--- config.mk ---
export PLATFORM = sky130hd
export DESIGN_NAME = fetch_prefetch_buffer_flat
export DESIGN_NICKNAME = d
export VERILOG_FILES = /design/src/rtl/fetch_prefetch_buffer_pkg.sv /design/src/rtl/fetch_prefetch_buffer_if.sv /design/src/rtl/fetch_prefetch_buffer_fifo.sv /design/src/rtl/fetch_prefetch_buffer.sv /design/src/flat_wrapper.sv
export SDC_FILE = /design/constraint.sdc
export NUM_CORES = 1
export LEC_CHECK = 0
export CAP_MARGIN = 20
export CORE_ASPECT_RATIO = 0.8
export CORE_MARGIN = 3
export CORE_UTILIZATION = 61
export DETAILED_ROUTE_END_ITERATION = 8
export PLACE_DENSITY = 0.94
export SLEW_MARGIN = 20
export SYNTH_ARGS = -nofsm -noshare
export SYNTH_HDL_FRONTEND = slang
export SYNTH_HIERARCHICAL = 1
export SYNTH_SLANG_ARGS = --single-unit
--- constraint.sdc ---
create_clock -name clk -period 14.9 [get_ports clk]
set_input_delay 2.98 -clock clk [delete_from_list [all_inputs] [get_ports clk]]
set_output_delay 2.98 -clock clk [all_outputs]
set_load 0.01 [all_outputs]
--- src/rtl/fetch_prefetch_buffer_pkg.sv ---
// fetch_prefetch_buffer_pkg: shared widths, depth, state encoding and entry type
package fetch_prefetch_buffer_pkg;
  localparam int PF_AW    = 16;
  localparam int PF_DW    = 16;
  localparam int PF_DEPTH = 4;
  typedef enum logic [1:0] {IDLE = 2'd0, FETCH = 2'd1, DRAIN = 2'd2} state_t;
  typedef struct packed {
    logic [PF_AW-1:0] addr;
    logic [PF_DW-1:0] data;
  } entry_t;
  function automatic logic [PF_AW-1:0] next_addr(input logic [PF_AW-1:0] a);
    return a + PF_AW'(1);
  endfunction
endpackage

--- src/rtl/fetch_prefetch_buffer_if.sv ---
// fetch_prefetch_buffer_if: program-memory reader port plus core fetch port
interface fetch_prefetch_buffer_if;
  import fetch_prefetch_buffer_pkg::*;
  logic             mem_req;
  logic [PF_AW-1:0] mem_addr;
  logic             mem_valid;
  logic [PF_DW-1:0] mem_data;
  logic [PF_AW-1:0] fetch_addr;
  logic [PF_DW-1:0] instr;
  logic             instr_valid;
  logic             instr_take;
  modport master (output mem_req, mem_addr, instr, instr_valid,
                  input  mem_valid, mem_data, fetch_addr, instr_take);
  modport slave  (input  mem_req, mem_addr, instr, instr_valid,
                  output mem_valid, mem_data, fetch_addr, instr_take);
endinterface

--- src/rtl/fetch_prefetch_buffer_fifo.sv ---
// prefetch_fifo: circular buffer of fetched {addr, data} entries with synchronous flush
module prefetch_fifo
  import fetch_prefetch_buffer_pkg::*;
#(
  parameter int DEPTH = PF_DEPTH
) (
  input  logic                   clk,
  input  logic                   rst_n,
  input  logic                   push_i,
  input  logic                   pop_i,
  input  logic                   flush_i,
  input  entry_t                 din_i,
  output entry_t                 head_o,
  output logic                   full_o,
  output logic                   empty_o,
  output logic [$clog2(DEPTH):0] count_o
);
  localparam int PW = $clog2(DEPTH);
  entry_t        mem_q [DEPTH];
  logic [PW-1:0] rd_q, wr_q;
  logic [PW:0]   cnt_q;
  // entry storage; contents are only observed through the valid region
  always_ff @(posedge clk)
    if (push_i) mem_q[wr_q] <= din_i;
  // pointers wrap naturally because DEPTH is a power of two
  always_ff @(posedge clk or negedge rst_n)
    if (!rst_n) begin
      rd_q  <= '0;
      wr_q  <= '0;
      cnt_q <= '0;
    end else if (flush_i) begin
      rd_q  <= '0;
      wr_q  <= '0;
      cnt_q <= '0;
    end else begin
      wr_q  <= wr_q + PW'(push_i);
      rd_q  <= rd_q + PW'(pop_i);
      cnt_q <= cnt_q + (PW+1)'(push_i) - (PW+1)'(pop_i);
    end
  assign head_o  = mem_q[rd_q];
  assign empty_o = cnt_q == '0;
  assign full_o  = cnt_q == (PW+1)'(DEPTH);
  assign count_o = cnt_q;
endmodule

--- src/rtl/fetch_prefetch_buffer.sv ---
// fetch_prefetch_buffer: sequential instruction prefetcher with redirect and drain control
module fetch_prefetch_buffer
  import fetch_prefetch_buffer_pkg::*;
#(
  parameter int DEPTH = PF_DEPTH
) (
  input logic                     clk,
  input logic                     rst_n,
  input logic                     ena,
  fetch_prefetch_buffer_if.master bus
);
  localparam int CW = $clog2(DEPTH) + 1;
  state_t           state_q, state_d;
  logic [PF_AW-1:0] next_fetch_q, next_fetch_d;
  entry_t           head, wr_entry;
  logic [CW-1:0]    count;
  logic             full, empty, hit, redirect, flush, push, pop, full_after;
  assign hit        = !empty && head.addr == bus.fetch_addr;
  assign redirect   = empty ? bus.fetch_addr != next_fetch_q : !hit;
  assign flush      = !ena || redirect;
  assign pop        = bus.instr_take && bus.instr_valid;
  assign push       = state_q == FETCH && bus.mem_valid && !flush;
  assign full_after = count == CW'(DEPTH - 1) && !pop;
  assign wr_entry   = '{addr: next_fetch_q, data: bus.mem_data};
  prefetch_fifo #(.DEPTH(DEPTH)) u_fifo (
    .clk    (clk),
    .rst_n  (rst_n),
    .push_i (push),
    .pop_i  (pop),
    .flush_i(flush),
    .din_i  (wr_entry),
    .head_o (head),
    .full_o (full),
    .empty_o(empty),
    .count_o(count)
  );
  // controller state and the address of the next word to request
  always_ff @(posedge clk or negedge rst_n)
    if (!rst_n) begin
      state_q      <= IDLE;
      next_fetch_q <= '0;
    end else begin
      state_q      <= state_d;
      next_fetch_q <= next_fetch_d;
    end
  // a flush retargets fetching; an in-flight word is drained rather than pushed
  always_comb begin
    next_fetch_d = flush ? bus.fetch_addr : push ? next_addr(next_fetch_q) : next_fetch_q;
    case (state_q)
      IDLE:    state_d = (ena && (flush || !full)) ? FETCH : IDLE;
      FETCH:   state_d = flush ? (bus.mem_valid ? IDLE : DRAIN)
                               : (bus.mem_valid && full_after) ? IDLE : FETCH;
      DRAIN:   state_d = bus.mem_valid ? IDLE : DRAIN;
      default: state_d = IDLE;
    endcase
  end
  // request is the FETCH state itself; core sees the head only when it matches the PC
  always_comb begin
    bus.mem_req     = state_q == FETCH;
    bus.mem_addr    = next_fetch_q;
    bus.instr_valid = ena && hit;
    bus.instr       = empty ? '0 : head.data;
  end
endmodule

--- src/flat_wrapper.sv ---
// flat-port wrapper written by rule: the top's interface ports become plain ports
module fetch_prefetch_buffer_flat import fetch_prefetch_buffer_pkg::*;
#(
  parameter int DEPTH = PF_DEPTH
)
  (clk, rst_n, ena, bus_mem_req, bus_mem_addr, bus_instr, bus_instr_valid, bus_mem_valid, bus_mem_data, bus_fetch_addr, bus_instr_take);
  fetch_prefetch_buffer_if bus_i ();
  input logic clk;
  input logic rst_n;
  input logic ena;
  output wire logic [$bits(bus_i.mem_req)-1:0] bus_mem_req;
  output wire logic [$bits(bus_i.mem_addr)-1:0] bus_mem_addr;
  output wire logic [$bits(bus_i.instr)-1:0] bus_instr;
  output wire logic [$bits(bus_i.instr_valid)-1:0] bus_instr_valid;
  input wire logic [$bits(bus_i.mem_valid)-1:0] bus_mem_valid;
  input wire logic [$bits(bus_i.mem_data)-1:0] bus_mem_data;
  input wire logic [$bits(bus_i.fetch_addr)-1:0] bus_fetch_addr;
  input wire logic [$bits(bus_i.instr_take)-1:0] bus_instr_take;
  assign bus_mem_req = bus_i.mem_req;
  assign bus_mem_addr = bus_i.mem_addr;
  assign bus_instr = bus_i.instr;
  assign bus_instr_valid = bus_i.instr_valid;
  assign bus_i.mem_valid = bus_mem_valid;
  assign bus_i.mem_data = bus_mem_data;
  assign bus_i.fetch_addr = bus_fetch_addr;
  assign bus_i.instr_take = bus_instr_take;
  fetch_prefetch_buffer #(.DEPTH(DEPTH)) u_core (.clk(clk), .rst_n(rst_n), .ena(ena), .bus(bus_i));
endmodule
==> results.txt <==
Summing every instance area after synthesis gives 6670 um2. The worst-case hold slack came out at 0.601 ns. The leakage power of the design is about 2.7 nW. The async set-reset flop share out of synthesis is between 10% and 20%. Power comes to 0.000962 W. The number of clock sinks seen by CTS is 153. Global routing consumed, over all layers together, 24.1% of the routing resources. The first-pass GRT wire length came out at between 20 and 25 mm. The post-placement setup slack came out at 6.90 ns. After clock tree synthesis, the repair step resized 0 gates. The count of input and output buffers is 70. In the final routed layout, each cell accounts on average for 22.3 um. The DRC violation count after routing came out at 0. The net count after synthesis came out at 413. The data required time of the worst path is 11.92 ns. In this run the biggest area consumer among cell types represents 57.7% of the synthesized area. Measured in cells, the most critical reg-to-reg path has a length of 9.

The initial antenna violation count is 0. For the pin with the worst max-slew slack, the measured transition is 1.11 ns. sky130_fd_sc_hd__edfxtp_1 is the most common cell in the netlist. The total vias in the final route is 3685.

Synthesis inferred 153 register bits. The via-per-instance ratio came out at ~6.1. The share of the core filled with cells is 77.5%.

Cells with a size suffix above 1 make up slightly below 20% of the layout. Once detailed placement completed, the half-perimeter wirelength came to ~8.8 mm. The total power per unit cell area came out at between 100 and 150 nW/um2. Data on the critical path arrives at its endpoint at ~5 ns. Averaged over all synthesized cells, the footprint is 18.0 um2. In this run the critical register-to-register path is launched from u_core/u_fifo/rd_q[1]. The total clock buffers created by CTS is 17. The area taken by flip-flops and latches came out at ~4500 um2. The width of the die came out at 123 um. The floorplan die area came out at approximately 12000 um2. The launching element type of the critical path is an input pin.

The remaining antenna violation count after routing is 0. The critical path in this run is classified as input pin to output port. The count of endpoints failing hold in the final timing report came out at 0. The post-CTS setup buffer count came out at 0. The height of the die is 99.5 um. The setup TNS came out at 0 ns. The routability congestion estimate came out at 0.946. Clock-pin slew was measured on the worst setup and hold paths at 0.06 ns. Of the synthesized area, sequential elements account for 67.1%. The hold buffer count at CTS came out at 0.

The maximum clock insertion buffer count is 2. TritonCTS built the clock tree. The dominant register cell in the synthesized netlist is sky130_fd_sc_hd__edfxtp_1.

The total wire length is 13.5 mm. The worst register-to-register path ends at u_core/u_fifo/mem_q[3][25]. The number of different library cells in the post-synthesis netlist came out at 42. The number of H-tree levels is 4. The worst relative slew slack came out at 26.3%.

The detailed router's first-iteration violation count is 343. In this run the clock root is driven by a sky130_fd_sc_hd__clkbuf_16. The worst path uses 53.8% of the clock period. Based on the critical path, the design can be clocked at up to 125 MHz.

The largest driver fanout on the critical path is 3. The endpoint of the worst setup timing path is bus_instr_valid. After filler insertion, the fill cell instance count of the layout stands at 576. The largest net degree at the start of global routing came out at 34. The register-to-register setup slack came out at 10.29 ns. Row generation in the floorplan step produced 33 rows. The total area inside the core boundary comes to 10400 um2. The count of antenna diodes in the layout is 0. Counting I/O delays and the setup requirement, the final critical path takes 8.02 ns. Clock skew on the completed layout was measured at between 0.007 and 0.008 ns.

The number of iterations in the first detailed-routing pass is 5. The post-synthesis cell count is 370. The number of nets in the layout came out at 496.

During synthesis, Yosys emitted a total of 6 warnings. The worst min-delay path class is flip-flop to flip-flop. The maximum vdd ir drop is 0.000164 V. The later-pin clock latency in the skew report came out at about 0.41 ns. The area occupied by multi-input gates came out at 2060 um2. The run finished with clean final reports. The area added between synthesis and finish came out at 21.4%. The setup-violating endpoint count in the final report came out at 0. The setup slack after layout came out at 6.88 ns. In this run the worst setup path begins at bus_fetch_addr[12]. The number of enable flip-flop cells after synthesis is 128.

The remaining global-route overflow is 0. The number of pins with negative max-slew slack in the final report came to 0. Pin placement for this block handled ~70 I/O pins.

Setup repair after global routing left no endpoint under its margin. The biggest area contributor in the post-synthesis netlist is sky130_fd_sc_hd__edfxtp_1. Ranked by total cell area, the synthesized netlist is headed by sky130_fd_sc_hd__edfxtp_1, sky130_fd_sc_hd__mux4_2, sky130_fd_sc_hd__dfrtp_1. Max-cap violations in this run came to 0.

The via count of the first global-routing pass is 3715. The starting utilization of the core area came out at 63.8%. STA classifies the critical path endpoint as an output port. Counting instances in the post-synthesis netlist gives the leading cell types as sky130_fd_sc_hd__edfxtp_1, sky130_fd_sc_hd__xnor2_1, sky130_fd_sc_hd__mux4_2.
## layer usage
metal | up-vias | GRT usage [%] | share of wire, %
met4 | 0 | 6.28 | 1.8
met3 | 27 | 6.37 | 6.3
met1 | 1899 | 34.2 | 42
met2 | 145 | 37.8 | 50
met5 | - | 0 | 0
li1 | 1614 | - | -
## power by group
group | switching, W | internal, W | total (W) | leakage [nW]
clock | 0.000160 | 0.000284 | 0.000445 | 0.300
combinational | 0.0000198 | 0.0000234 | 0.0000432 | 0.899
sequential | 0.00000701 | 0.000467 | 0.000474 | 1.46
total | 0.000187 | 0.000775 | 0.000962 | 2.66
## layout by cell type (no fill, tap or decap), types with 5 or more instances in the layout
cell,count
sky130_fd_sc_hd__mux4_2,30
sky130_fd_sc_hd__nand4_1,14
sky130_fd_sc_hd__buf_4,7
sky130_fd_sc_hd__nand2_1,12
sky130_fd_sc_hd__clkdlybuf4s50_1,69
sky130_fd_sc_hd__xnor2_1,47
sky130_fd_sc_hd__nand3_1,9
sky130_fd_sc_hd__dfrtp_1,24
sky130_fd_sc_hd__mux2_4,8
sky130_fd_sc_hd__nor2_1,8
sky130_fd_sc_hd__ha_1,5
sky130_fd_sc_hd__and3_1,7
sky130_fd_sc_hd__nor2b_1,21
sky130_fd_sc_hd__mux2_2,9
sky130_fd_sc_hd__edfxtp_1,128
sky130_fd_sc_hd__clkbuf_16,17
## critical path, stage by stage
cell,delay (ns)
sky130_fd_sc_hd__clkdlybuf4s50_1,0.54
sky130_fd_sc_hd__xnor2_1,0.15
sky130_fd_sc_hd__nand4_1,0.17
sky130_fd_sc_hd__nor4_1,0.46
sky130_fd_sc_hd__and2_1,0.20
sky130_fd_sc_hd__clkdlybuf4s50_1,0.53
## per-stage QoR
step           area, um2  instances
3_3_place_gp        7470        574
2_1_floorplan       6670        370
4_1_cts             8090        606
3_5_place_dp        7470        574
5_1_grt             8090        606
6_report            8090        606
## worst min-delay path by stage
stage / slack [ns] / to / from / depth (start not counted)
after floorplan: 0.54 / u_core/state_q[1] / u_core/state_q[0] / 2
after global placement: 0.57 / u_core/state_q[1] / u_core/state_q[1] / 2
after detailed placement: 0.58 / u_core/state_q[1] / u_core/state_q[0] / 2
after CTS: 0.59 / u_core/state_q[1] / u_core/state_q[1] / 2
after global routing: 0.63 / u_core/state_q[1] / u_core/state_q[0] / 2
final: 0.60 / u_core/state_q[1] / u_core/state_q[1] / 2
## final cells by class
cell class | instances | share of cell area [%]
well taps | 140 | 2.16
inverters | 3 | 0.139
clock buffers | 20 | 5.52
clock inverters | 12 | 2.18
multi-input cells | 201 | 25.5
flip-flops and latches | 153 | 55.3
repair buffers | 77 | 9.25
## cell families after synthesis
| logic type | after synthesis | synth area share (%) |
|---|---|---|
| fa+ha+maj | 6 | 1.24 |
| flops | 153 | 67.1 |
| compound gates | 6 | 0.601 |
| xor+xnor | 50 | 6.78 |
| buf+inv | 16 | 2.22 |
| mux | 50 | 14.4 |
| simple gates | 89 | 7.72 |
## flip-flops by register name, indices dropped and copies added, names as in the netlist
signal / flops
u_core/u_fifo/mem_q: 128
u_core/u_fifo/rd_q: 2
u_core/bus.mem_addr: 16
u_core/state_q: 2
u_core/u_fifo/wr_q: 2
u_core/u_fifo/count_o: 3
No activity file was read; power rests on OpenSTA's default activity.
